<file path="src/rtl/wdt_timer_if.sv">
// Watchdog register-side bundle between the AXI wrapper and the countdown core.
// Latency: none, plain wires; the core registers everything it drives back.
// Backpressure: none, level signals only; WDLIVE kicks are edge-detected by the core.
interface wdt_timer_if #(
  parameter int CNT_W = 32
);
  logic             WDEN;
  logic             WDLIVE;
  logic [CNT_W-1:0] WTOCNT;
  logic             WTO;
  logic [CNT_W-1:0] WDT_CNT;
  logic [1:0]       WDT_STATE;

  // Wrapper side: drives the control registers, observes timeout and readback.
  modport master (
    output WDEN,
    output WDLIVE,
    output WTOCNT,
    input  WTO,
    input  WDT_CNT,
    input  WDT_STATE
  );

  // Core side: consumes the control registers, drives timeout and readback.
  modport slave (
    input  WDEN,
    input  WDLIVE,
    input  WTOCNT,
    output WTO,
    output WDT_CNT,
    output WDT_STATE
  );
endinterface

</file>
<file path="src/rtl/wdt_timer.sv">
// Watchdog countdown core: prescaled tick counter, WDLIVE rising-edge kick, sticky WTO.
// Latency: WTO rises (WTOCNT+1)*PRESCALE edges after the enabling edge unless kicked.
// Backpressure: none; WDEN/WDLIVE/WTOCNT are sampled every edge, outputs are registered.
module wdt_timer #(
  parameter int PRESCALE = 1,
  parameter int CNT_W    = 32
) (
  input logic        clk,
  input logic        rst,
  wdt_timer_if.slave wdt
);

  typedef enum logic [1:0] {
    DISABLED = 2'd0,
    COUNTING = 2'd1,
    EXPIRED  = 2'd2
  } state_t;

  localparam int            PW      = (PRESCALE > 1) ? $clog2(PRESCALE) : 1;
  localparam logic [PW-1:0] PRE_MAX = PW'(PRESCALE - 1);

  state_t           state_q, state_nxt;
  logic [CNT_W-1:0] cnt_q, cnt_nxt;
  logic [CNT_W-1:0] timeout_q, timeout_nxt;
  logic [PW-1:0]    presc_q, presc_nxt;
  logic             wto_q, wto_nxt;
  logic             wdlive_d;
  logic             tick;
  logic             kick;

  // State, counters, latched timeout and the WDLIVE history for edge detection.
  always_ff @(posedge clk or posedge rst) begin
    if (rst) begin
      state_q   <= DISABLED;
      cnt_q     <= '0;
      timeout_q <= '0;
      presc_q   <= '0;
      wto_q     <= 1'b0;
      wdlive_d  <= 1'b0;
    end else begin
      state_q   <= state_nxt;
      cnt_q     <= cnt_nxt;
      timeout_q <= timeout_nxt;
      presc_q   <= presc_nxt;
      wto_q     <= wto_nxt;
      wdlive_d  <= wdt.WDLIVE;
    end
  end

  // Next-state logic; kick beats expiry, and cnt stops at timeout_q so it never wraps.
  always_comb begin
    state_nxt   = state_q;
    cnt_nxt     = cnt_q;
    timeout_nxt = timeout_q;
    presc_nxt   = presc_q;
    tick        = (presc_q == PRE_MAX);
    kick        = wdt.WDLIVE & ~wdlive_d;

    case (state_q)
      DISABLED: begin
        cnt_nxt   = '0;
        presc_nxt = '0;
        if (wdt.WDEN) begin
          state_nxt   = COUNTING;
          timeout_nxt = wdt.WTOCNT;
        end
      end
      COUNTING: begin
        if (!wdt.WDEN) begin
          state_nxt = DISABLED;
          cnt_nxt   = '0;
          presc_nxt = '0;
        end else if (kick) begin
          cnt_nxt     = '0;
          presc_nxt   = '0;
          timeout_nxt = wdt.WTOCNT;
        end else begin
          presc_nxt = tick ? '0 : presc_q + PW'(1);
          if (tick) begin
            if (cnt_q == timeout_q) begin
              state_nxt = EXPIRED;
            end else begin
              cnt_nxt = cnt_q + CNT_W'(1);
            end
          end
        end
      end
      EXPIRED: begin
        // Frozen until software drops the enable; kicks are ignored here.
        if (!wdt.WDEN) begin
          state_nxt = DISABLED;
          cnt_nxt   = '0;
          presc_nxt = '0;
        end
      end
      default: begin
        state_nxt = DISABLED;
        cnt_nxt   = '0;
        presc_nxt = '0;
      end
    endcase

    wto_nxt = (state_nxt == EXPIRED);
  end

  assign wdt.WTO       = wto_q;
  assign wdt.WDT_CNT   = cnt_q;
  assign wdt.WDT_STATE = state_q;

endmodule

</file>
<file path="src/flat_wrapper.sv">
// flat-port wrapper written by rule: the top's interface ports become plain ports
module wdt_timer_flat 
#(
  parameter int PRESCALE = 1,
  parameter int CNT_W    = 32
)
  (clk, rst, wdt_WDEN, wdt_WDLIVE, wdt_WTOCNT, wdt_WTO, wdt_WDT_CNT, wdt_WDT_STATE);
  wdt_timer_if #(.CNT_W(CNT_W)) wdt_i ();
  input logic clk;
  input logic rst;
  input wire logic [$bits(wdt_i.WDEN)-1:0] wdt_WDEN;
  input wire logic [$bits(wdt_i.WDLIVE)-1:0] wdt_WDLIVE;
  input wire logic [$bits(wdt_i.WTOCNT)-1:0] wdt_WTOCNT;
  output wire logic [$bits(wdt_i.WTO)-1:0] wdt_WTO;
  output wire logic [$bits(wdt_i.WDT_CNT)-1:0] wdt_WDT_CNT;
  output wire logic [$bits(wdt_i.WDT_STATE)-1:0] wdt_WDT_STATE;
  assign wdt_i.WDEN = wdt_WDEN;
  assign wdt_i.WDLIVE = wdt_WDLIVE;
  assign wdt_i.WTOCNT = wdt_WTOCNT;
  assign wdt_WTO = wdt_i.WTO;
  assign wdt_WDT_CNT = wdt_i.WDT_CNT;
  assign wdt_WDT_STATE = wdt_i.WDT_STATE;
  wdt_timer #(.PRESCALE(PRESCALE), .CNT_W(CNT_W)) u_core (.clk(clk), .rst(rst), .wdt(wdt_i));
endmodule
</file>
<file path="config.mk">
export PLATFORM = sky130hd
export DESIGN_NAME = wdt_timer_flat
export DESIGN_NICKNAME = d
export VERILOG_FILES = /design/src/rtl/wdt_timer_if.sv /design/src/rtl/wdt_timer.sv /design/src/flat_wrapper.sv
export SDC_FILE = /design/constraint.sdc
export NUM_CORES = 1
export LEC_CHECK = 0
export CAP_MARGIN = 20
export CORE_MARGIN = 1
export CORE_UTILIZATION = 52
export DETAILED_ROUTE_END_ITERATION = 12
export PLACE_DENSITY = 0.82
export SLEW_MARGIN = 20
export SYNTH_ARGS = -nofsm -noshare
export SYNTH_HDL_FRONTEND = slang
export SYNTH_SLANG_ARGS = --single-unit
</file>
<file path="constraint.sdc">
create_clock -name clk -period 2.4 [get_ports clk]
set_input_delay 0.48 -clock clk [delete_from_list [all_inputs] [get_ports clk]]
set_output_delay 0.48 -clock clk [all_outputs]
set_load 0.005 [all_outputs]
</file>
==> impl_metrics.py <==
metrics = {
    "power_and_ir_drop": {
        "comb_power_share_pct": 11.9,
        "cell_internal_pwr_uw": 2120,
        "switchingPower_uw": 641,
        "ir_worst_vdd_mv": 0.400,
        "powerDensity_mw_per_mm2": 580,
        "power_frac_seq_pct": 46.9,
        "p_leak_uw": 0.00197,
        "pwr-share-clk_pct": 41.1,
        "netSwitchingFraction_pct": 23.2,
    },
    "job": {
        "maxCapViolCount": 0,
    },
    "timing": {
        "min_period_over_period_pct": 94.8,
        "skew_ns": 0.0114,
        "hold_slack_ns": 0.498,
        "setup_viol": 0,
        "min_period_ns": 2.28,
        "finalHoldViolations": 0,
        "tns_ns": 0,
        "tightest_slew_ns": 0.638,
        "max_freq_ghz": 0.439,
        "rsz0062_at_grt": "no",
        "setup_slack_ns": 0.124,
        "slew_headroom_pct": 57.1,
        "drv_slew": 0,
    },
    "setup_path": {
        "r2r_slack_ns": 0.12,
        "slowest_delay_ns": 0.56,
        "r2r-start": "u_core.wdt.WDT_CNT[3]",
        "critPathLaunchType": "flop",
        "r2r-end": "u_core.wdt.WDT_CNT[29]",
        "critical_path_required_ns": 2.61,
        "critPathMostFrequentCell": "o31ai_1",
        "worstPathArrival_ns": 2.49,
        "critPathMaxFanout": 9,
        "startpoint": "u_core.wdt.WDT_CNT[3]",
        "critPathCaptureType": "flop",
        "critPathKind": "flop to flop",
        "ff2ff_path_depth": 7,
        "critPathSlowestCell": "or4_4",
        "crit_chain": "nand4_1, or4_4, nor4b_4, buf_4, a21oi_1, o31ai_1, o31ai_1",
    },
    "die": {
        "fp.dieH_um": 85.8,
        "core-area_sq_mm": 0.00679,
        "fp.dieArea_sq_mm": 0.00735,
        "fp.dieW_um": 85.8,
        "initial_core_util_pct": 53.7,
        "ios": 71,
        "std_cell_rows": 30,
    },
    "final_layout": {
        "synthToLayoutAreaGrowth_pct": 30.6,
        "drive_gt1_share_pct": 20.0,
        "most-common-layout-cells": "70 x clkdlybuf4s50_1, 67 x dfrtp_1, 43 x o31ai_1",
        "fin_area_sq_mm": 0.00476,
        "nets": 458,
        "fillers": 512,
        "multi_input_area_sq_mm": 0.00176,
        "finalNonFillerCells": 522,
        "seq_area_sq_mm": 0.00170,
        "final_common_cell": "clkdlybuf4s50_1",
        "insertedDiodeCount": 0,
    },
    "synthesis": {
        "synth-seq-cells": 68,
        "synth_fp_nets": 374,
        "syn_avg_cell_area_sq_um": 10.8,
        "synth_warnings": 0,
        "synth_area_sq_mm": 0.00365,
        "synth_cells": 337,
        "synth_cell_type_count": 37,
        "ys_seq_area_share_pct": 46.7,
    },
    "cts": {
        "cts_buffer_depth": 2,
        "cts_max_level": 3,
        "cts_buffers": 9,
        "clk_latency_ns": 0.35,
        "cts_root_buf": "clkbuf_8",
        "ctsHoldBuffers": 0,
        "cts_tree": "yes",
        "clkTransAtPathRegs_ns": 0.07,
        "cts.sinks": 68,
    },
    "grt": {
        "grt_max_degree": 69,
        "grt_overflow": 0,
        "grt_pass1_wl_um": 15100,
        "grt.total_usage_pct": 27.0,
        "grt_pass1_vias": 3027,
        "antenna_found_initial": 0,
    },
    "routing": {
        "drc_errors": 0,
        "drt_iter0_drc": 301,
        "first_pass_iters": 5,
        "drtAntennaViolNets": 0,
        "routed_wl_um": 9110,
        "viasPerCell": 5.84,
        "wire_per_inst_um": 17.5,
        "vias": 3046,
    },
    "min_path": {
        "hold_path.class": "input port to asynchronous set/reset pin",
    },
    "placement": {
        "gp_congestion": 0.854,
        "portBuffers": 70,
        "dp_hpwl_um": 6560,
        "dpl_worst_slack_ns": 0.0412,
        "placed_area_sq_mm": 0.00452,
        "place_inst": 506,
    },
    "run_status": {
        "outcome": "finished, final reports clean",
    },
}
cell type report:
| class | count | share of cell area, % |
|---|---|---|
| Inverter | 4 | 0.315 |
| Clock inverter | 6 | 2.36 |
| Sequential cell | 68 | 35.8 |
| Timing Repair Buffer | 97 | 19.5 |
| Clock buffer | 10 | 2.68 |
| Multi-Input combinational cell | 241 | 36.9 |
| Tap cell | 96 | 2.52 |
what timing repair did:
| action | CTS | global route |
|---|---|---|
| buffers inserted | 0 | 0 |
| gates resized for setup | 0 | 1 |
| setup endpoints to repair | 0 | 3 |
logic make-up (layout without fill, tap and decap cells):
group / count (synthesis) / after routing / synth area share (%)
compound gates: 94 / 94 / 16.9
simple gates: 82 / 82 / 13.2
flops: 68 / 68 / 46.7
xor+xnor: 32 / 32 / 7.68
mux: 32 / 32 / 9.88
buf+inv: 28 / 117 / 5.32
fa+ha+maj: 1 / 1 / 0.343
worst max-delay path by stage:
stage | to | slack [ns] | cells past startpoint
final | u_core.wdt.WDT_CNT[29] | 0.12 | 7
after detailed placement | u_core.wdt.WDT_CNT[1] | 0.04 | 8
after CTS | u_core.wdt.WDT_CNT[29] | 0.11 | 7
after floorplan | u_core.timeout_q[0] | 0.21 | 1
after global routing | u_core.wdt.WDT_CNT[29] | 0.02 | 7
after global placement | u_core.wdt.WDT_CNT[1] | 0.21 | 8
power by group through the flow:
stage | sequential [uW] | combinational [uW] | clock (uW)
finish | 1300 | 330 | 1140
global route | 1310 | 362 | 1200
floorplan | 1300 | 216 | 0
global placement | 1310 | 323 | 0
detailed placement | 1320 | 332 | 0
CTS | 1300 | 333 | 1150
metrics by stage:
stage | utilization (%) | total power, uW
after floorplan | - | 1510
after global placement | 66.5 | 1640
after detailed placement | 66.5 | 1650
after CTS | 70.1 | 2780
after global routing | 70.1 | 2870
final | 70.1 | 2760
worst max-delay path: cells and delay by family, from the launching register on:
family	cells	cell delay (ns)
AOI/OAI and AO/OA	3	0.42
buffers and inverters	1	0.21
DFF	1	0.46
and+or+nand+nor	3	1.04
per-layer routing:
| metal | GRT usage, % | part of all wire, % |
|---|---|---|
| met1 | 36.4 | 45 |
| met3 | 4.91 | 4.9 |
| met4 | 10.5 | 1.8 |
| met5 | 0 | 0 |
| met2 | 43.6 | 48 |
registers in the layout, indices dropped and copies added, names as in the netlist:
register              cells
u_core.wdt.WTO            1
u_core.wdlive_d           1
u_core.wdt.WDT_CNT       32
u_core.wdt.WDT_STATE      2
u_core.timeout_q         32
cells in the mapped netlist:
cell type	number	share of area (%)
dfrtp_1	68	47
o31ai_1	43	8.9
mux2_2	32	9.9
xnor2_1	29	7.0
o21ai_0	26	3.6
nand2_1	20	2.1
nand4_1	14	2.4
a21oi_1	11	1.5
nand3_1	10	1.4
clkbuf_1	9	0.93
and2_1	7	1.2
a31oi_1	6	1.0
nor2_1	6	0.62
a41oi_1	4	0.96
and4_1	4	0.96
buf_6	4	1.2
clkbuf_8	4	1.5
inv_1	4	0.41
nor4_1	4	0.69
o41ai_1	4	0.96
and3_1	3	0.51
buf_2	3	0.41
xor2_1	3	0.72
and3_2	2	0.41
buf_4	2	0.41
nand2b_1	2	0.34
nor2b_1	2	0.34
or2_2	2	0.34
and4_2	1	0.27
clkbuf_2	1	0.14
clkdlybuf4s18_2	1	0.27
ha_1	1	0.34
nand3b_1	1	0.21
nor3_1	1	0.14
nor4b_2	1	0.41
nor4b_4	1	0.65
or4_4	1	0.31
No activity file was read; power rests on OpenSTA's default activity.
